[src/rtl/ws2812_pkg.sv]
// Shared WS2812 definitions: scanner state encoding, 50 MHz timing defaults
// and the GRB wire-order packing helper.
package ws2812_pkg;

  typedef enum logic [1:0] {
    ST_IDLE  = 2'd0,
    ST_FETCH = 2'd1,
    ST_SEND  = 2'd2,
    ST_LATCH = 2'd3
  } ws2812_state_e;

  localparam int unsigned T_BIT_50M   = 63;
  localparam int unsigned T0H_50M     = 20;
  localparam int unsigned T1H_50M     = 40;
  localparam int unsigned T_RESET_50M = 15000;
  localparam int unsigned GRB_BITS    = 24;

  // WS2812 expects green first, then red, then blue, each MSB first.
  function automatic logic [23:0] grb_pack(input logic [7:0] r,
                                           input logic [7:0] g,
                                           input logic [7:0] b);
    return {g, r, b};
  endfunction

endpackage

[src/rtl/ws2812_bit_encoder.sv]
// Turns one data bit into a T_BIT-cycle WS2812 pulse. Restarting on the cycle
// that o_bit_last is high gives a gap-free stream of back-to-back bits.
module ws2812_bit_encoder
  import ws2812_pkg::*;
#(
  parameter int unsigned T_BIT = T_BIT_50M,
  parameter int unsigned T0H   = T0H_50M,
  parameter int unsigned T1H   = T1H_50M
) (
  input  logic clk,
  input  logic rst_n,
  input  logic i_start,
  input  logic i_bit,
  output logic o_dout,
  output logic o_bit_last
);

  localparam int unsigned CW = (T_BIT > 1) ? $clog2(T_BIT) : 1;
  localparam logic [CW-1:0] PHASE_LAST = CW'(T_BIT - 1);

  logic [CW-1:0] r_cnt;
  logic [CW-1:0] r_high;
  logic          r_active;
  logic          r_dout;

  // Bit-phase counter and registered pulse output.
  always_ff @(posedge clk or negedge rst_n) begin
    if (!rst_n) begin
      r_cnt    <= '0;
      r_high   <= '0;
      r_active <= 1'b0;
      r_dout   <= 1'b0;
    end else if (i_start) begin
      r_cnt    <= '0;
      r_high   <= i_bit ? CW'(T1H) : CW'(T0H);
      r_active <= 1'b1;
      r_dout   <= 1'b1;
    end else if (r_active) begin
      if (r_cnt == PHASE_LAST) begin
        r_cnt    <= '0;
        r_active <= 1'b0;
        r_dout   <= 1'b0;
      end else begin
        r_cnt  <= r_cnt + CW'(1);
        r_dout <= ((r_cnt + CW'(1)) < r_high);
      end
    end else begin
      r_dout <= 1'b0;
    end
  end

  assign o_dout     = r_dout;
  assign o_bit_last = r_active && (r_cnt == PHASE_LAST);

endmodule

[src/rtl/ws2812_frame_scanner.sv]
// Walks the framebuffer (optionally serpentine), serializes each pixel as GRB
// through the bit encoder, then holds the line low for the latch period.
module ws2812_frame_scanner
  import ws2812_pkg::*;
#(
  parameter int unsigned WIDTH      = 32,
  parameter int unsigned HEIGTH     = 16,
  parameter bit          SERPENTINE = 1'b1,
  parameter int unsigned T_BIT      = T_BIT_50M,
  parameter int unsigned T0H        = T0H_50M,
  parameter int unsigned T1H        = T1H_50M,
  parameter int unsigned T_RESET    = T_RESET_50M
) (
  input  logic       clk,
  input  logic       rst_n,
  input  logic       start,
  output logic [7:0] row,
  output logic [7:0] column,
  input  logic [7:0] r_in,
  input  logic [7:0] g_in,
  input  logic [7:0] b_in,
  output logic       dout,
  output logic       busy,
  output logic       done
);

  localparam int unsigned LW = (T_RESET > 1) ? $clog2(T_RESET) : 1;
  localparam logic [LW-1:0] LATCH_LAST = LW'(T_RESET - 1);
  localparam logic [7:0]    COL_LAST   = 8'(WIDTH - 1);
  localparam logic [7:0]    ROW_LAST   = 8'(HEIGTH - 1);

  ws2812_state_e r_state;
  ws2812_state_e w_state_nxt;

  logic [22:0]   r_shift;
  logic [4:0]    r_bit_idx;
  logic [7:0]    r_row;
  logic [7:0]    r_col;
  logic [LW-1:0] r_latch_cnt;
  logic          r_final;
  logic          r_busy;
  logic          r_done;

  logic [23:0]   w_grb;
  logic          w_row_rev;
  logic          w_row_end;
  logic          w_last_px;
  logic          w_latch_end;
  logic          w_enc_start;
  logic          w_enc_bit;
  logic          w_bit_last;
  logic          w_dout;

  assign w_grb       = grb_pack(r_in, g_in, b_in);
  assign w_row_rev   = SERPENTINE && r_row[0];
  assign w_row_end   = w_row_rev ? (r_col == 8'd0) : (r_col == COL_LAST);
  assign w_last_px   = w_row_end && (r_row == ROW_LAST);
  assign w_latch_end = (r_latch_cnt == LATCH_LAST);

  ws2812_bit_encoder #(
    .T_BIT (T_BIT),
    .T0H   (T0H),
    .T1H   (T1H)
  ) u_bit_encoder (
    .clk        (clk),
    .rst_n      (rst_n),
    .i_start    (w_enc_start),
    .i_bit      (w_enc_bit),
    .o_dout     (w_dout),
    .o_bit_last (w_bit_last)
  );

  // Frame state register.
  always_ff @(posedge clk or negedge rst_n) begin
    if (!rst_n) begin
      r_state <= ST_IDLE;
    end else begin
      r_state <= w_state_nxt;
    end
  end

  // Next state and encoder launch; a new bit starts exactly as the previous ends.
  always_comb begin
    w_state_nxt = r_state;
    w_enc_start = 1'b0;
    w_enc_bit   = 1'b0;
    case (r_state)
      ST_IDLE: begin
        if (start) w_state_nxt = ST_FETCH;
        else       w_state_nxt = ST_IDLE;
      end
      ST_FETCH: begin
        w_state_nxt = ST_SEND;
        w_enc_start = 1'b1;
        w_enc_bit   = w_grb[23];
      end
      ST_SEND: begin
        if (!w_bit_last) begin
          w_state_nxt = ST_SEND;
        end else if (r_bit_idx != 5'd0) begin
          w_enc_start = 1'b1;
          w_enc_bit   = r_shift[22];
        end else if (r_final) begin
          w_state_nxt = ST_LATCH;
        end else begin
          w_enc_start = 1'b1;
          w_enc_bit   = w_grb[23];
        end
      end
      ST_LATCH: begin
        if (w_latch_end) w_state_nxt = ST_IDLE;
        else             w_state_nxt = ST_LATCH;
      end
      default: w_state_nxt = ST_IDLE;
    endcase
  end

  // Shift register, address sequencer, latch counter and status flags.
  always_ff @(posedge clk or negedge rst_n) begin
    if (!rst_n) begin
      r_shift     <= 23'd0;
      r_bit_idx   <= 5'd0;
      r_row       <= 8'd0;
      r_col       <= 8'd0;
      r_latch_cnt <= '0;
      r_final     <= 1'b0;
      r_busy      <= 1'b0;
      r_done      <= 1'b0;
    end else begin
      r_busy <= (w_state_nxt != ST_IDLE);
      r_done <= (r_state == ST_LATCH) && (w_state_nxt == ST_IDLE);
      case (r_state)
        ST_IDLE: begin
          r_row       <= 8'd0;
          r_col       <= 8'd0;
          r_latch_cnt <= '0;
          r_final     <= 1'b0;
        end
        ST_FETCH: begin
          r_shift   <= w_grb[22:0];
          r_bit_idx <= 5'd23;
          r_final   <= 1'b0;
        end
        ST_SEND: begin
          if (w_bit_last) begin
            if (r_bit_idx == 5'd0) begin
              if (!r_final) begin
                r_shift   <= w_grb[22:0];
                r_bit_idx <= 5'd23;
              end
            end else begin
              r_shift   <= {r_shift[21:0], 1'b0};
              r_bit_idx <= r_bit_idx - 5'd1;
              // Bit 0 is starting: point at the next pixel, or remember this was the last.
              if (r_bit_idx == 5'd1) begin
                if (w_last_px) begin
                  r_final <= 1'b1;
                end else if (w_row_end) begin
                  r_row <= r_row + 8'd1;
                  r_col <= (SERPENTINE && !r_row[0]) ? COL_LAST : 8'd0;
                end else if (w_row_rev) begin
                  r_col <= r_col - 8'd1;
                end else begin
                  r_col <= r_col + 8'd1;
                end
              end
            end
          end
        end
        ST_LATCH: begin
          if (w_latch_end) begin
            r_latch_cnt <= '0;
            r_row       <= 8'd0;
            r_col       <= 8'd0;
          end else begin
            r_latch_cnt <= r_latch_cnt + LW'(1);
          end
        end
        default: begin
          r_row <= 8'd0;
          r_col <= 8'd0;
        end
      endcase
    end
  end

  assign row    = r_row;
  assign column = r_col;
  assign dout   = w_dout;
  assign busy   = r_busy;
  assign done   = r_done;

endmodule

[config.mk]
export PLATFORM = sky130hd
export DESIGN_NAME = ws2812_frame_scanner
export DESIGN_NICKNAME = d
export VERILOG_FILES = /design/src/rtl/ws2812_pkg.sv /design/src/rtl/ws2812_bit_encoder.sv /design/src/rtl/ws2812_frame_scanner.sv
export SDC_FILE = /design/constraint.sdc
export NUM_CORES = 1
export LEC_CHECK = 0
export CORE_MARGIN = 5
export CORE_UTILIZATION = 36
export DETAILED_ROUTE_END_ITERATION = 16
export PLACE_DENSITY_LB_ADDON = 0.3
export SLEW_MARGIN = 15
export SYNTH_ARGS = -nofsm -noshare
export SYNTH_HDL_FRONTEND = slang
export SYNTH_SLANG_ARGS = --single-unit
[constraint.sdc]
create_clock -name clk -period 5.3 [get_ports clk]
set_clock_uncertainty 0.05 [all_clocks]
set_input_delay 0.53 -clock clk [delete_from_list [all_inputs] [get_ports clk]]
set_output_delay 0.53 -clock clk [all_outputs]
set_load 0.03 [all_outputs]
After elaboration in Yosys (flattened, before gate mapping):

Index checks and enable logic that the tools add are counted.

* flip-flop bits (word level): 77
* bits in latches: 0
* RAM bits: 0
* memory bits (read-only): 0
* input bits: 27
* output and inout port bits: 19
* logic and storage cells: 110
* memories: 0

* add/subtract/negate cells: 6
* multipliers: 0
* div/mod/pow operators: 0
* magnitude comparators: 1
* equality and inequality tests: 16
* shift-type cells: 0
* mux-type cells: 55
* bitwise logic cells: 0
* reductions and logical operators: 19

Operators by type and width (count)
* two-way mux 8 bit: 12
* two-way mux 23 bit: 3
* one-hot mux 8 bit (3 select lines): 2
* one-hot mux 23 bit (2 select lines): 1
* one-hot mux 14 bit (2 select lines): 1
* two-way mux 6 bit: 4
* two-way mux 5 bit: 4
* two-way mux 1 bit: 18
* adder 8 x 1 -> 8 bit, second input constant: 2
* adder 14 x 1 -> 14 bit, second input constant: 1
* == test 14 bit, second input constant: 1
* two-way mux 14 bit: 1
* inequality test 2 bit, second input constant: 7
* one-hot mux 5 bit (2 select lines): 1
* nonzero test 2 bit: 5
* == test 8 x 4 -> 1 bit, second input constant: 1
* == test 8 x 5 -> 1 bit, second input constant: 1
* logical NOT 8 bit: 1
* two-way mux 2 bit: 4
* one-hot mux 2 bit (4 select lines): 1
* subtractor 8 x 1 -> 8 bit, second input constant: 1
* AND reduction 7 bit: 1
* adder 6 x 1 -> 6 bit, second input constant: 1
* == test 6 bit, second input constant: 1
* 16 further kinds: 22

Longest topological paths before layout:

Gate-level depths: netlist of run 1.

* depth after elaboration: 8
* mapped depth: 10
* gate-level depth less buffers: 8

Modules after synthesis:

A second synthesis of run 1 with hierarchy kept.

* cells, all modules: 444
* area, all modules: 4224.1 um^2

Modules (own cells, without submodules)
* ws2812_frame_scanner: instances 1, cells each 381, area each 3632.2 um^2, seq. area each 1576.5 um^2
* ws2812_bit_encoder: instances 1, cells each 63, area each 591.8 um^2, seq. area each 250.2 um^2

Least setup slack after synthesis of run 1:

Ideal clock, no wire load.

* path type: reg-to-reg
* start: register r_row[0], in the netlist row[0]
* end: register r_row[4], in the netlist row[4]
* setup time: 0.126 ns
* arrival time: 2.325 ns
* data required time: 5.124 ns
* path slack: 2.800 ns
* stages on the path, launching flop included: 9
* buffers on the path: 2
* period minus slack after synthesis: 2.500 ns
* path through: dfrtp_1 -> ha_1 -> and3_1 -> nand3_1 -> a211oi_1 -> or4_4 -> buf_6 -> buf_8 -> a221o_1

* cells in the longest elaborated chain, start to end: 7
* elaborated cells between the ends (all ways): 13
* those cells by class: add/sub (1); eq/ne (3); mux (7); reduce/logical (2)

RTL lines
* start: declaration: RTL line ws2812_frame_scanner.sv:37 `logic [7:0] r_row;`
* start signal: assignment: RTL line ws2812_frame_scanner.sv:159 `r_row <= r_row + 8'd1;`
* adder 8 x 1 -> 8 bit: RTL line ws2812_frame_scanner.sv:159
* two-way mux 8 bit: RTL line ws2812_frame_scanner.sv:158 `end else if (w_row_end) begin`
* two-way mux 8 bit: RTL line ws2812_frame_scanner.sv:156 `if (w_last_px) begin`
* two-way mux 8 bit: RTL line ws2812_frame_scanner.sv:155 `if (r_bit_idx == 5'd1) begin`
* two-way mux 8 bit: RTL line ws2812_frame_scanner.sv:146 `if (r_bit_idx == 5'd0) begin`
* two-way mux 8 bit: RTL line ws2812_frame_scanner.sv:145 `if (w_bit_last) begin`
* one-hot mux 8 bit (3 select lines): RTL line ws2812_frame_scanner.sv:132 `case (r_state)`

Several ways; a longest one is shown, not always the timed one. The select of a mux whose other input is x is not followed.
A chain may end at the register's enable or synchronous reset.

Worst setup path after layout of run 1:

* start: register r_state[0]
* end: register u_bit_encoder.r_high[3]

* cells in the longest elaborated chain, start to end: 3
* elaborated cells between the ends (all ways): 5
* those cells by class: eq/ne (2); mux (3)

RTL lines
* start: declaration: RTL line ws2812_frame_scanner.sv:32 `ws2812_state_e r_state;`
* start signal: assignment: RTL line ws2812_frame_scanner.sv:78 `r_state <= w_state_nxt;`
* == test 2 bit or == test 2 x 1 -> 1 bit (tied branches): RTL line ws2812_frame_scanner.sv:87 `case (r_state)`
* one-hot mux 1 bit (2 select lines): RTL line ws2812_frame_scanner.sv:87
* two-way mux 6 bit: RTL line ws2812_bit_encoder.sv:35 `r_high <= i_bit ? CW'(T1H) : CW'(T0H);`
* end signal: assignment: RTL line ws2812_bit_encoder.sv:35
* end: declaration: RTL line ws2812_bit_encoder.sv:22 `logic [CW-1:0] r_high;`

Several ways; a longest one is shown, not always the timed one.

==> impl_metrics.ini, run 1 <==
[clock_tree]
insertion_delay_ns = 0.35
tritoncts = built
clkSlewWorstSetupHoldPaths_ns = 0.09
clock_tree_buffer_depth = 2
cts_htree_levels = 3
hold_buffer_count_at_cts = 0
cts_num_sinks = 73
root_buffer = clkbuf_8
post_cts_resized = 0
cts_buffers = 9
cts_setup_buffers = 0

[logic_synthesis]
post-synth-top-area-fraction = 0.453
ys_seq_elements = 73
mappedNetlistArea_um2 = 4030
async_flop_share = 1.00
synth.lib_cells_used.distinct = 53
ys.warnings.count = 0
synthesis.area_per_instance_um2 = 9.40
syn_inst = 429
seq_area_frac_synth = 0.453
synth_edf_count = 0
synth_top_cells_by_area = dfrtp_1, ha_1, nand2_1
mappedNetlistNets = 477
netlist.top_cell.by_area = dfrtp_1
synth_ff_type = dfrtp_1

[sta]
final-max-slew-violation-count = 0
layout_worst_path_cycle_share = 0.627
worst_slew_pin_slew_ns = 1.07
min_period_ns = 3.32
worst_slew_margin_rel = 0.290
fin_tns_setup_ns = 0
unrepaired_setup_endpoints_after_global_routing = false
final-setup-viol-count = 0
max_freq_mhz = 301
hold_slack_ns = 0.336
timing_hold_violations_final = 0

[die]
floorplan.initialDensity = 0.370
die_width_um = 116
fp-row-count = 38
die_y_um = 116
die_area_um2 = 13400
ios = 46
design.core.area_um2 = 10900

[routing]
drt_first_pass_iters = 4
drcViolationCount = 0
detailroute.via_count = 3157
drtAntennaViolNets = 0
wl_per_cell_um = 13.4
routed_via_density = 5.12
postRouteWirelength_um = 8270
detailedRoute.firstIterationViolations = 180

[worst_setup_path]
rr_endpoint = u_bit_encoder.r_high[3]
reg2reg_setup_slack_ns = 1.98
start_to_end_type_of_the_worst_setup_path = reg2reg
crit_path_max_fanout = 52
r2r.worst_path.cells = 7
cp.arrival_ns = 3.46
cp.required_ns = 5.44
cp-end-kind = flip-flop
r2r_start = r_state[0]
crit_path_start_kind = flip-flop

[global_route]
grt_antenna_before_repair = 0
wire_length_of_the_first_global_routing_pass_um = 14000
grt_remaining_overflow = 0
groute.usage.overall = 0.129
grt_max_degree = 74
grt_pass1_vias = 3038

[worst_hold_path]
timing.hold.worst.class = in2async

[placed_design]
post_dp_cell_area_um2 = 4600
place.detailed.hpwl_um = 5690
place_congestion = 0.808
numPortBuffers = 45

[layout]
diodes = 0
num-nets-final = 520
area_delta_synth_final_pct = 18.8
layout.cell_area.non_filler_um2 = 4790
post_route_cells_drive_above_1_share = 0.0524
postLayoutCoreUtil = 0.440

[power_and_ir_drop]
static-leakage-power_nw = 2.19
total_power_mw = 1.99
power.density_nw_per_um2 = 415
irDropWorstVdd_mv = 0.159

[flow_run]
timing.max_cap.violations = 0

[run_status]
status = complete, no violations
-- layout make-up --
type | count | area (µm²)
tap | 140 | 175
clock buffer | 9 | 124
timing repair buffer | 47 | 460
fill | 1052 | 6100
multi-input combinational | 322 | 2070
clock inverter | 7 | 61.3
sequential | 73 | 1830
inverter | 19 | 71.3
-- through the flow --
step / cells / worst slack, ns
finish: 617 / 1.98
global route: 617 / 1.62
CTS: 617 / 1.93
detailed placement: 601 / 1.93
global placement: 601 / 2.06
floorplan: 429 / 2.80
-- kinds of logic after synthesis --
kind of cell,count (synthesis),share of synthesized area
muxes,23,0.0571
adders and majority gates,21,0.0670
buffers and inverters,34,0.0372
and+or+nand+nor,171,0.208
xor gates and xnor gates,19,0.0413
AOI/OAI and AO/OA,88,0.136
DFF,73,0.453
-- Yosys cell counts, types with 3 or more instances --
cell type,count
dfrtp_1,73
nand2_1,66
mux2i_1,23
nor3_1,11
ha_1,20
nand3_1,14
a21oi_1,15
nor2_1,31
o31ai_1,10
nor4_1,3
a21boi_0,3
buf_2,3
o21ai_0,36
nand4b_1,3
clkbuf_1,10
nand4_1,6
nand2b_1,5
xnor2_1,10
inv_1,19
nor2b_1,4
xor2_1,9
and3_1,7
and2_1,4
a221o_1,5
-- cell usage in the layout, fill, tap and decap left out, types with 6 or more instances in the layout --
master	instances
mux2i_1	23
ha_1	20
inv_1	19
o21ai_0	35
xnor2_1	10
clkdlybuf4s50_1	44
nor3_1	11
dfrtp_1	73
nand2_1	66
nor2_1	31
a21oi_1	15
o31ai_1	10
nand4_1	6
clkbuf_8	9
xor2_1	9
nand3_1	14
and3_1	7
-- critical path, stage by stage, from the launching register on --
cell and delay [ns]:
dfrtp_1 0.42, inv_1 0.11, ha_1 0.68, nor2_1 0.22, a31oi_4 0.89, nor2_1 0.23, a221o_1 0.42, a21boi_0 0.13
-- flip-flops by register name, summed over array words and instances, names as in the netlist --
name	cells
u_bit_encoder.o_dout	1
r_state	2
column	8
r_bit_idx	5
busy	1
u_bit_encoder.r_high	2
u_bit_encoder.r_cnt	6
r_latch_cnt	14
done	1
u_bit_encoder.r_active	1
r_final	1
r_shift	23
row	8
-- layer usage --
layer | track usage | vias to the layer above | wire, µm
met4 | 0.0394 | 0 | 101
met3 | 0.0339 | 9 | 415
met2 | 0.206 | 55 | 3950
li1 | - | 1601 | -
met5 | 0 | - | 0
met1 | 0.172 | 1492 | 3800
-- how the worst max path moves through the flow --
stage / to / cells after the start / start
2_1_floorplan: row[4] / 8 / row[0]
3_3_place_gp: u_bit_encoder.r_high[3] / 7 / r_state[0]
3_5_place_dp: u_bit_encoder.r_high[3] / 7 / r_state[0]
4_1_cts: u_bit_encoder.r_high[3] / 7 / r_state[0]
5_1_grt: u_bit_encoder.r_high[3] / 7 / r_state[0]
6_report: u_bit_encoder.r_high[3] / 7 / r_state[0]
-- report_power, final --
part / total, mW / leakage [nW] / internal [mW] / switching, mW
registers: 0.798 / 0.936 / 0.705 / 0.0935
clock network: 0.415 / 0.0888 / 0.179 / 0.237
logic: 0.774 / 1.17 / 0.300 / 0.475
total: 1.99 / 2.19 / 1.18 / 0.805
No activity file was read; power rests on OpenSTA's default activity.
==> inputs of run 2 (changes only) <==
clock period = 3.2 ns   (was 5.3 ns; I/O delays follow)
==> impl_metrics.ini, run 2 (synthesis results as in run 1) <==
[run_status]
status = complete, no violations

[global_route]
groute.usage.overall = 0.130
grt_pass1_vias = 3167
top_usage_layer = met2
grt.met1_usage = 0.169
wire_length_of_the_first_global_routing_pass_um = 14300
grt_antenna_before_repair = 0
grt_util_met3 = 0.0292
grt_max_degree = 52
grt_remaining_overflow = 0
global_route.usage.met2 = 0.213

[routing]
postRouteWirelength_um = 8290
detailroute.via_count = 3202
routed_via_density = 5.15
wl_per_cell_um = 13.3
drt_first_pass_iters = 4
detailedRoute.firstIterationViolations = 162
drcViolationCount = 0
drtAntennaViolNets = 0

[clock_tree]
insertion_delay_ns = 0.35
cts_buffers = 9
clock_tree_buffer_depth = 2
root_buffer = clkbuf_8
clkSlewWorstSetupHoldPaths_ns = 0.08
cts_htree_levels = 3
hold_buffer_count_at_cts = 0
cts_num_sinks = 73
tritoncts = built
post_cts_resized = 0
cts_setup_buffers = 0

[placed_design]
count_of_placed_standard_cells_including_taps = 606
place.detailed.hpwl_um = 5950
post_dp_cell_area_um2 = 4650
numPortBuffers = 45
place_congestion = 0.820

[sta]
min_period_ns = 2.64
worst_slew_margin_rel = 0.434
timing_hold_violations_final = 0
max_freq_mhz = 378
unrepaired_setup_endpoints_after_global_routing = false
final-max-slew-violation-count = 0
layout_worst_path_cycle_share = 0.826
worst_slew_pin_slew_ns = 0.848
fin_tns_setup_ns = 0
final-setup-viol-count = 0

[worst_setup_path]
crit_path_max_fanout = 31
r2r_start = u_bit_encoder.r_cnt[0]
critical_path_buf_inv_count = 1
slowest_delay_ns = 0.68
start_to_end_type_of_the_worst_setup_path = reg2reg
r2r.worst_path.cells = 8
critical_path.top_delay_family = simple AND/OR/NAND/NOR gates
cp.arrival_ns = 2.88
worst_path_max_delay_cell = or4_4
rr_endpoint = row[6]
reg2reg_setup_slack_ns = 0.56
cp.required_ns = 3.43
crit_path_cell_trace = inv_1 > ha_1 > nand4_1 > nor3_1 > a41oi_1 > or4_4 > or4_1 > nand3_1
crit_path_start_kind = flip-flop
cp-end-kind = flip-flop

[die]
ios = 46
design.core.area_um2 = 10900
fp-row-count = 38
floorplan.initialDensity = 0.370
die_area_um2 = 13400
die_width_um = 116
die_y_um = 116

[layout]
area_delta_synth_final_pct = 21.0
most-common-layout-cells = dfrtp_1, nand2_1, clkdlybuf4s50_1
num-nets-final = 525
top_register = r_shift
layout.cell_area.non_filler_um2 = 4880
largest_reg_flops = 23
layout.cells.most_common = dfrtp_1
diodes = 0
post_route_cells_drive_above_1_share = 0.0622
final.fill_count = 1063
largestRegisters = r_shift x23, r_latch_cnt x14
finish.cell_count_without_fillers = 622

[worst_hold_path]
timing.hold.worst.class = in2async

[power_and_ir_drop]
irDropWorstVdd_mv = 0.295
power.density_nw_per_um2 = 710
static-leakage-power_nw = 2.24

[flow_run]
timing.max_cap.violations = 0
[run 2: cell types whose count changed in the layout (fill, tap and decap cells not counted), sizes merged]
cell	change
buf	+5
bufinv	+2
clkinv	-1
inv	-1
[run 2: worst max-delay path by stage]
stage | start | to | slack, ns | cells after the start
6_report | u_bit_encoder.r_cnt[0] | row[6] | 0.56 | 8
5_1_grt | u_bit_encoder.r_cnt[0] | row[0] | 0.32 | 8
4_1_cts | u_bit_encoder.r_cnt[0] | row[6] | 0.53 | 8
3_5_place_dp | row[0] | row[6] | 0.58 | 7
3_3_place_gp | row[0] | row[7] | 0.65 | 7
2_1_floorplan | row[0] | row[4] | 0.70 | 8
[run 2: report_power, final]
group / internal, mW / switching [mW] / leakage [nW]
combinational: 0.525 / 0.804 / 1.19
clock: 0.447 / 0.365 / 0.107
sequential: 1.17 / 0.158 / 0.936
total: 2.14 / 1.33 / 2.24
[run 2: stage by stage]
stage | power, mW | util | hold slack, ns | setup WS [ns]
2_1_floorplan | 2.36 | - | -0.0256 | 0.700
3_3_place_gp | 2.63 | 0.427 | 0.413 | 0.651
3_5_place_dp | 2.68 | 0.427 | 0.420 | 0.576
4_1_cts | 3.51 | 0.448 | 0.0354 | 0.532
5_1_grt | 3.74 | 0.448 | 0.0898 | 0.322
6_report | 3.47 | 0.448 | 0.0146 | 0.557
[run 2: layer usage]
layer | vias up | share of wire
met5 | - | 0
met4 | 0 | 0.017
met3 | 14 | 0.041
met2 | 50 | 0.47
met1 | 1529 | 0.47
li1 | 1609 | -
[run 2: cell type report]
class | instances | area [µm²] | area share
inverters | 19 | 71.3 | 0.0146
flip-flops and latches | 73 | 1830 | 0.374
multi-input cells | 322 | 2070 | 0.424
clock buffers | 9 | 124 | 0.0254
clock inverters | 7 | 101 | 0.0208
well taps | 140 | 175 | 0.0359
repair buffers | 52 | 510 | 0.105
[run 2: worst register-to-register path, delay by kind of cell (launching register included)]
kind | cells | cell delay [ns]
flops | 1 | 0.40
compound gates | 1 | 0.20
buf+inv | 1 | 0.12
simple gates | 5 | 1.63
fa+ha+maj | 1 | 0.17
